## config.mk

```make
export PLATFORM = sky130hd
export DESIGN_NAME = issue_sched
export DESIGN_NICKNAME = d
export VERILOG_FILES = /design/src/rtl/sched_pkg.sv /design/src/rtl/scoreboard.sv /design/src/rtl/issue_sched.sv
export SDC_FILE = /design/constraint.sdc
export NUM_CORES = 1
export LEC_CHECK = 0
export ABC_AREA = 1
export ABC_CLOCK_PERIOD_IN_PS = 2600
export BUFFER_PORTS_ARGS = -buffer_cell sky130_fd_sc_hd__buf_2
export CORE_UTILIZATION = 54
export DETAILED_ROUTE_END_ITERATION = 12
export PLACE_DENSITY = 0.87
export SYNTH_ARGS = -nofsm -noshare
export SYNTH_HDL_FRONTEND = slang
export SYNTH_SLANG_ARGS = --single-unit
```

## constraint.sdc

```tcl
create_clock -name clk -period 2.6 [get_ports clk]
set_clock_uncertainty 0.2 [all_clocks]
set_input_delay 0.39 -clock clk [delete_from_list [all_inputs] [get_ports clk]]
set_output_delay 0.39 -clock clk [all_outputs]
set_load 0.01 [all_outputs]
```

## src/rtl/sched_pkg.sv

```systemverilog
// Shared types for the in-order issue scheduler.
// FSM states, unit select and register index width.
package sched_pkg;

  localparam int REG_W = 4;

  typedef enum logic [1:0] {
    S_RUN,
    S_DRAIN,
    S_HALT
  } state_e;

  typedef enum logic [2:0] {
    U_NONE,
    U_INT,
    U_FADD,
    U_CORDIC,
    U_MEM
  } unit_e;

endpackage

```

## src/rtl/scoreboard.sv

```systemverilog
// Register-pending scoreboard: set on issue, clear on writeback.
// Same-cycle set and clear of one bit: set wins.
module scoreboard
  import sched_pkg::*;
#(
  parameter int NREG = 16
) (
  input  logic             clk,
  input  logic             rst_n,
  input  logic             set_i,
  input  logic [REG_W-1:0] set_idx_i,
  input  logic             clr_i,
  input  logic [REG_W-1:0] clr_idx_i,
  input  logic [REG_W-1:0] ra_i,
  input  logic [REG_W-1:0] rb_i,
  input  logic [REG_W-1:0] rc_i,
  output logic             ra_o,
  output logic             rb_o,
  output logic             rc_o,
  output logic             empty_o,
  output logic             empty_nxt_o
);

  logic [NREG-1:0] sb_q;
  logic [NREG-1:0] sb_d;

  // next state: clear first so a coincident set overrides it
  always_comb begin
    sb_d = sb_q;
    if (clr_i) sb_d[clr_idx_i] = 1'b0;
    if (set_i) sb_d[set_idx_i] = 1'b1;
  end

  // pending bits
  always_ff @(posedge clk or negedge rst_n) begin
    if (!rst_n) sb_q <= '0;
    else        sb_q <= sb_d;
  end

  assign ra_o        = sb_q[ra_i];
  assign rb_o        = sb_q[rb_i];
  assign rc_o        = sb_q[rc_i];
  assign empty_o     = (sb_q == '0);
  assign empty_nxt_o = (sb_d == '0);

endmodule

```

## src/rtl/issue_sched.sv

```systemverilog
// In-order issue scheduler with RAW, unit and predicate stalls.
// Optional stall counter under ISSUE_PERF_CNT_EN.
module issue_sched
  import sched_pkg::*;
#(
  parameter int NREG = 16
) (
  input  logic             clk,
  input  logic             rst_n,
  input  logic             in_valid,
  output logic             in_ready,
  input  logic [REG_W-1:0] rs1,
  input  logic [REG_W-1:0] rs2,
  input  logic [REG_W-1:0] rd,
  input  logic             is_int,
  input  logic             is_imm,
  input  logic             is_fadd,
  input  logic             is_cordic,
  input  logic             is_mem,
  input  logic             is_memwrite,
  input  logic             is_predicate_setter,
  input  logic             is_predicate_getter,
  input  logic             exit,
  output logic             iss_int,
  output logic             iss_fadd,
  output logic             iss_cordic,
  output logic             iss_mem,
  input  logic             cordic_done,
  input  logic             mem_ack,
  input  logic             wb_valid,
  input  logic [REG_W-1:0] wb_rd,
  input  logic             wb_pred,
  output logic             halted
`ifdef ISSUE_PERF_CNT_EN
  ,
  output logic [31:0]      stall_cnt
`endif
);

  state_e state_q;
  logic   halted_q;
  logic   pred_q, pred_d;
  logic   cbusy_q, cbusy_d;
  logic   mbusy_q, mbusy_d;
  logic   hit1, hit2, hit3;
  logic   sb_empty, sb_empty_nxt;
  logic   wr, raw, unit_ok, pstall;
  logic   issue, drained_nxt;
  unit_e  unit;

  assign wr = !(is_memwrite || exit);

  // decode the target unit; exit goes nowhere
  always_comb begin
    unit = U_INT;
    unique case (1'b1)
      exit:      unit = U_NONE;
      is_cordic: unit = U_CORDIC;
      is_mem:    unit = U_MEM;
      is_fadd:   unit = U_FADD;
      is_int:    unit = U_INT;
      default:   unit = U_INT;
    endcase
  end

  scoreboard #(.NREG(NREG)) u_sb (
    .clk         (clk),
    .rst_n       (rst_n),
    .set_i       (issue && wr),
    .set_idx_i   (rd),
    .clr_i       (wb_valid),
    .clr_idx_i   (wb_rd),
    .ra_i        (rs1),
    .rb_i        (rs2),
    .rc_i        (rd),
    .ra_o        (hit1),
    .rb_o        (hit2),
    .rc_o        (hit3),
    .empty_o     (sb_empty),
    .empty_nxt_o (sb_empty_nxt)
  );

  assign raw = hit1 || (!is_imm && hit2) || (wr && hit3);

  // a completing unit frees before the new issue
  always_comb begin
    unit_ok = 1'b1;
    if (unit == U_CORDIC) unit_ok = !cbusy_q || cordic_done;
    if (unit == U_MEM)    unit_ok = !mbusy_q || mem_ack;
  end

  assign pstall   = is_predicate_getter && pred_q;
  assign in_ready = (state_q == S_RUN) && !raw && unit_ok && !pstall;
  assign issue    = in_valid && in_ready;

  assign iss_int    = issue && (unit == U_INT);
  assign iss_fadd   = issue && (unit == U_FADD);
  assign iss_cordic = issue && (unit == U_CORDIC);
  assign iss_mem    = issue && (unit == U_MEM);

  assign pred_d  = (issue && is_predicate_setter) || (pred_q && !wb_pred);
  assign cbusy_d = iss_cordic || (cbusy_q && !cordic_done);
  assign mbusy_d = iss_mem || (mbusy_q && !mem_ack);

  assign drained_nxt = sb_empty_nxt && !pred_d && !cbusy_d && !mbusy_d;

  // in-flight tracking for predicate and multi-cycle units
  always_ff @(posedge clk or negedge rst_n) begin
    if (!rst_n) begin
      pred_q  <= 1'b0;
      cbusy_q <= 1'b0;
      mbusy_q <= 1'b0;
    end else begin
      pred_q  <= pred_d;
      cbusy_q <= cbusy_d;
      mbusy_q <= mbusy_d;
    end
  end

  // run / drain / halt sequencing with registered halted
  always_ff @(posedge clk or negedge rst_n) begin
    if (!rst_n) begin
      state_q  <= S_RUN;
      halted_q <= 1'b0;
    end else begin
      unique case (state_q)
        S_RUN: begin
          if (issue && exit) state_q <= S_DRAIN;
        end
        S_DRAIN: begin
          if (drained_nxt) begin
            state_q  <= S_HALT;
            halted_q <= 1'b1;
          end
        end
        S_HALT: begin
          state_q  <= S_HALT;
          halted_q <= 1'b1;
        end
        default: begin
          state_q  <= S_RUN;
          halted_q <= 1'b0;
        end
      endcase
    end
  end

  assign halted = halted_q;

`ifdef ISSUE_PERF_CNT_EN
  logic [31:0] cnt_q;

  // saturating count of stalled cycles while running
  always_ff @(posedge clk or negedge rst_n) begin
    if (!rst_n) begin
      cnt_q <= '0;
    end else if ((state_q == S_RUN) && in_valid && !in_ready
                 && (cnt_q != 32'hFFFF_FFFF)) begin
      cnt_q <= cnt_q + 32'd1;
    end
  end

  assign stall_cnt = cnt_q;
`endif

  logic unused;
  assign unused = sb_empty;

endmodule

```

==> run_results.csv <==
group,metric,value,unit
worst_setup_path,type_of_the_worst_setup_path,"flop to output pin",
sta,rsz0062_at_grt,"yes",
worst_setup_path,setup.worst_path.end_class,"output pin",
floorplanning,die_width,62.5,um
pwr,post-layout-total-power,1.54,mW
floorplanning,die_area,3900,um2
worst_setup_path,required,2010,ps
global_route,grt.total_usage,0.313,
final_layout,num-fill-cells,268,
sta,final_max_slew_viol_count,0,
global_route,maximum_number_of_pins_on_one_net_before_global_route_repair,23,
sta,layout_worst_path_cycle_share,1.03,
hold_path,hold_path.class,"primary input to flop",
cts,clk_latency_worst_skew_pair,330,ps
placement,place_hpwl,4110,um
final_layout,finalNonFillerCells,413,
pwr,power.static_leakage,1.44,nW
logic_synthesis,synth_nets,346,
routing,average_routed_wire_per_standard_cell,14.4,um
global_route,grt_first_pass_wirelength,9800,um
global_route,grt_overflow_total,0,
logic_synthesis,synth_enable_flop_cells,0,
sta,timing_hold_violations_final,0,
worst_setup_path,worst_ep_arrival_time,2090,ps
global_route,number_of_antenna_violations_at_the_first_check_in_global_routing,0,
cts,cts.reportedPaths.clkPinSlew,130,ps
logic_synthesis,netlist.top_cell.by_area,"sky130_fd_sc_hd__dfrtp_1",
sta,setup_viol,7,
placement,dpl_worst_slack,-6.74,ps
logic_synthesis,ys_async_sr_fraction,1.00,
routing,drc,0,
worst_setup_path,timing_startpoint_of_the_critical_path,"state_q[0]$_DFFE_PN0P_",
sta,min_period,2680,ps
cts,inserted_clock_buffers,3,
floorplanning,floorplan.initialDensity,0.578,
routing,antenna_left,0,
placement,place_congestion,1.01,
worst_setup_path,startpoint_type,"flop",
pwr,power-per-cell-area,619,nW/um2
logic_synthesis,synthMostInstantiatedCell,"sky130_fd_sc_hd__nand2_1",
logic_synthesis,ys_top_cells_by_count,"sky130_fd_sc_hd__nand2_1 (87), sky130_fd_sc_hd__inv_1 (47), sky130_fd_sc_hd__nor2_1 (37), sky130_fd_sc_hd__nand3_1 (34), sky130_fd_sc_hd__dfrtp_1 (22)",
cts,tritoncts,"built",
final_layout,post_route_utilization,0.729,
cts,root_buffer_cell,"sky130_fd_sc_hd__clkbuf_4",
placement,dp_cells,400,
logic_synthesis,synth_area_leaders,"sky130_fd_sc_hd__dfrtp_1 (28%), sky130_fd_sc_hd__nand2_1 (17%), sky130_fd_sc_hd__inv_1 (8.9%)",
global_route,via_count_of_the_first_global_routing_pass,2263,
floorplanning,placement_rows,21,
run_status,violations,"setup timing",
routing,vias,2282,
placement,place_area,2280,um2
worst_setup_path,worst_case_reg_to_reg_path_depth,21,
logic_synthesis,syn-instance-count,311,
worst_setup_path,rrSetupSlack,-40,ps
sta,timing.final.ws_setup,-76.0,ps
routing,dr_pass1_iterations,6,
cts,cts-htree-levels,1,
worst_setup_path,critical-path-max-stage-delay,420,ps
hold_path,whs_endpoint,"pred_q$_DFF_PN0_",
global_route,grt_util_met3,0.0292,
worst_setup_path,cp_cell_sequence,"inv_2, ha_4, inv_2, a21oi_2, o21ai_1, nor2_1, nand2_1, nor2_2, nand2_2, nor2_8, nand2_4, buf_6, nor2_2, buf_2",
logic_synthesis,ys_ff_latch,22,
logic_synthesis,synth_area,1980,um2
routing,avgViaCountPerCell,5.53,
floorplanning,io_pins,38,
global_route,grt.met2_usage,0.533,
final_layout,antenna_cells,0,
logic_synthesis,synthesis.yosys.warnings,0,
logic_synthesis,syn-mean-instance-area,6.35,um2
cts,tritoncts_num_sinks,22,
final_layout,area_growth,26.0,%
final_layout,post-route-cell-area,2490,um2
pwr,vdd.ir_drop.worst,0.667,mV
logic_synthesis,ys_seq_area_frac,0.279,
final_layout,num-nets-final,403,
worst_setup_path,reg2reg_to,"halted$_DFFE_PN0P_",
sta,worst_slew_pin_slew,485,ps
floorplanning,die_y,62.5,um
sta,timing.hold.ws,58.0,ps
floorplanning,placeableCoreArea,3420,um2
worst_setup_path,path_max_fanout,3,
sta,clock.fmax,0.374,GHz
hold_path,worstHoldStart,"wb_pred",
logic_synthesis,dominantRegCellSynth,"sky130_fd_sc_hd__dfrtp_1",
worst_setup_path,critical_path.slowest_cell,"sky130_fd_sc_hd__dfrtp_1",
sta,slew-limit-headroom,0.677,
run,cap_violations,0,
run_status,run_status,"finished, violations left",
worst_setup_path,rr_startpoint,"u_sb.sb_q[15]$_DFF_PN0_",
logic_synthesis,synth_top_area_frac,0.279,
logic_synthesis,yosysUniqueCellTypes,30,
global_route,grt_peak_use_layer,"met2",
routing,wirelength,5960,um
placement,portBuffers,36,
global_route,globalRouteMet1Util,0.387,
cts,buffers_from_clock_root_to_sink_at_most,2,
routing,detailedRoute.firstIterationViolations,242,
sta,fin_setup_tns,-348,ps
hold_path,hold-path-cell-count,2,
final_layout,layout-drive-gt1-share,0.289,
repair_timing:
action | CTS | global route
setup buffers | 7 | 1
pin swaps | 8 | 8
setup endpoints to repair | 8 | 8
gates resized for setup | 8 | 16
hold buffers | 1 | 0
hold endpoints to repair | 22 | 0
where the power goes:
group	total [mW]	internal [mW]	leakage (nW)	switching [mW]
clock network	0.274	0.156	0.0279	0.118
logic	0.819	0.365	1.12	0.454
registers	0.449	0.400	0.297	0.0486
total	1.54	0.922	1.44	0.620
worst max-delay path by stage:
stage,end
after floorplan,iss_int
after global placement,state_q[0]$_DFFE_PN0P_
after detailed placement,state_q[1]$_DFFE_PN0P_
after CTS,iss_int
after global routing,iss_fadd
final,iss_fadd
critical path: cells and delay by family (launching register included):
family | cells | cell delay (ps)
AO/OA/AOI/OAI | 2 | 180
adder cells (fa/ha/maj) | 1 | 140
buffers and inverters | 4 | 410
flip-flops | 1 | 420
AND/OR/NAND/NOR | 7 | 600
cells in the final DEF, fill, tap and decap left out, drive strengths merged:
cell type | Yosys | final
inv | 51 | 53
o211ai | 2 | 2
o22ai | 1 | 1
clkinv | 3 | 1
dfrtp | 22 | 22
nor3 | 1 | 1
a21oi | 4 | 4
o21ai | 18 | 18
o31ai | 4 | 4
nand4 | 13 | 13
nor2 | 44 | 44
nor4 | 1 | 1
clkbuf | 1 | 3
ha | 3 | 3
nand3b | 1 | 1
nand2 | 97 | 97
dlygate4sd3 | 0 | 1
bufinv | 0 | 1
nand3 | 35 | 35
o21a | 4 | 4
buf | 6 | 58
registers in the layout, indices dropped and copies added, names as in the netlist:
signal	count
state_q	2
mbusy_q	1
pred_q	1
u_sb.sb_q	16
cbusy_q	1
halted	1
metal layers:
| metal | wire, um | part of all wire | vias up |
|---|---|---|---|
| met5 | 0 | 0 | - |
| met4 | 305 | 0.051 | 0 |
| met3 | 399 | 0.067 | 34 |
| met2 | 2850 | 0.48 | 105 |
| met1 | 2400 | 0.40 | 1047 |
| li1 | - | - | 1096 |
cell families after synthesis:
family / after synthesis / share of synthesized area
compound gates: 33 / 0.0969
fa+ha+maj: 3 / 0.0190
buf+inv: 61 / 0.127
flops: 22 / 0.279
simple gates: 192 / 0.478
cell type report:
class | count | area (um2) | area share
multi-input cells | 228 | 1230 | 0.496
flip-flops and latches | 22 | 552 | 0.222
repair buffers | 59 | 390 | 0.157
inverters | 54 | 203 | 0.0814
well taps | 46 | 57.6 | 0.0231
clock inverters | 1 | 30.0 | 0.0121
clock buffers | 3 | 22.5 | 0.00905
(Power assumes the default switching activity.)
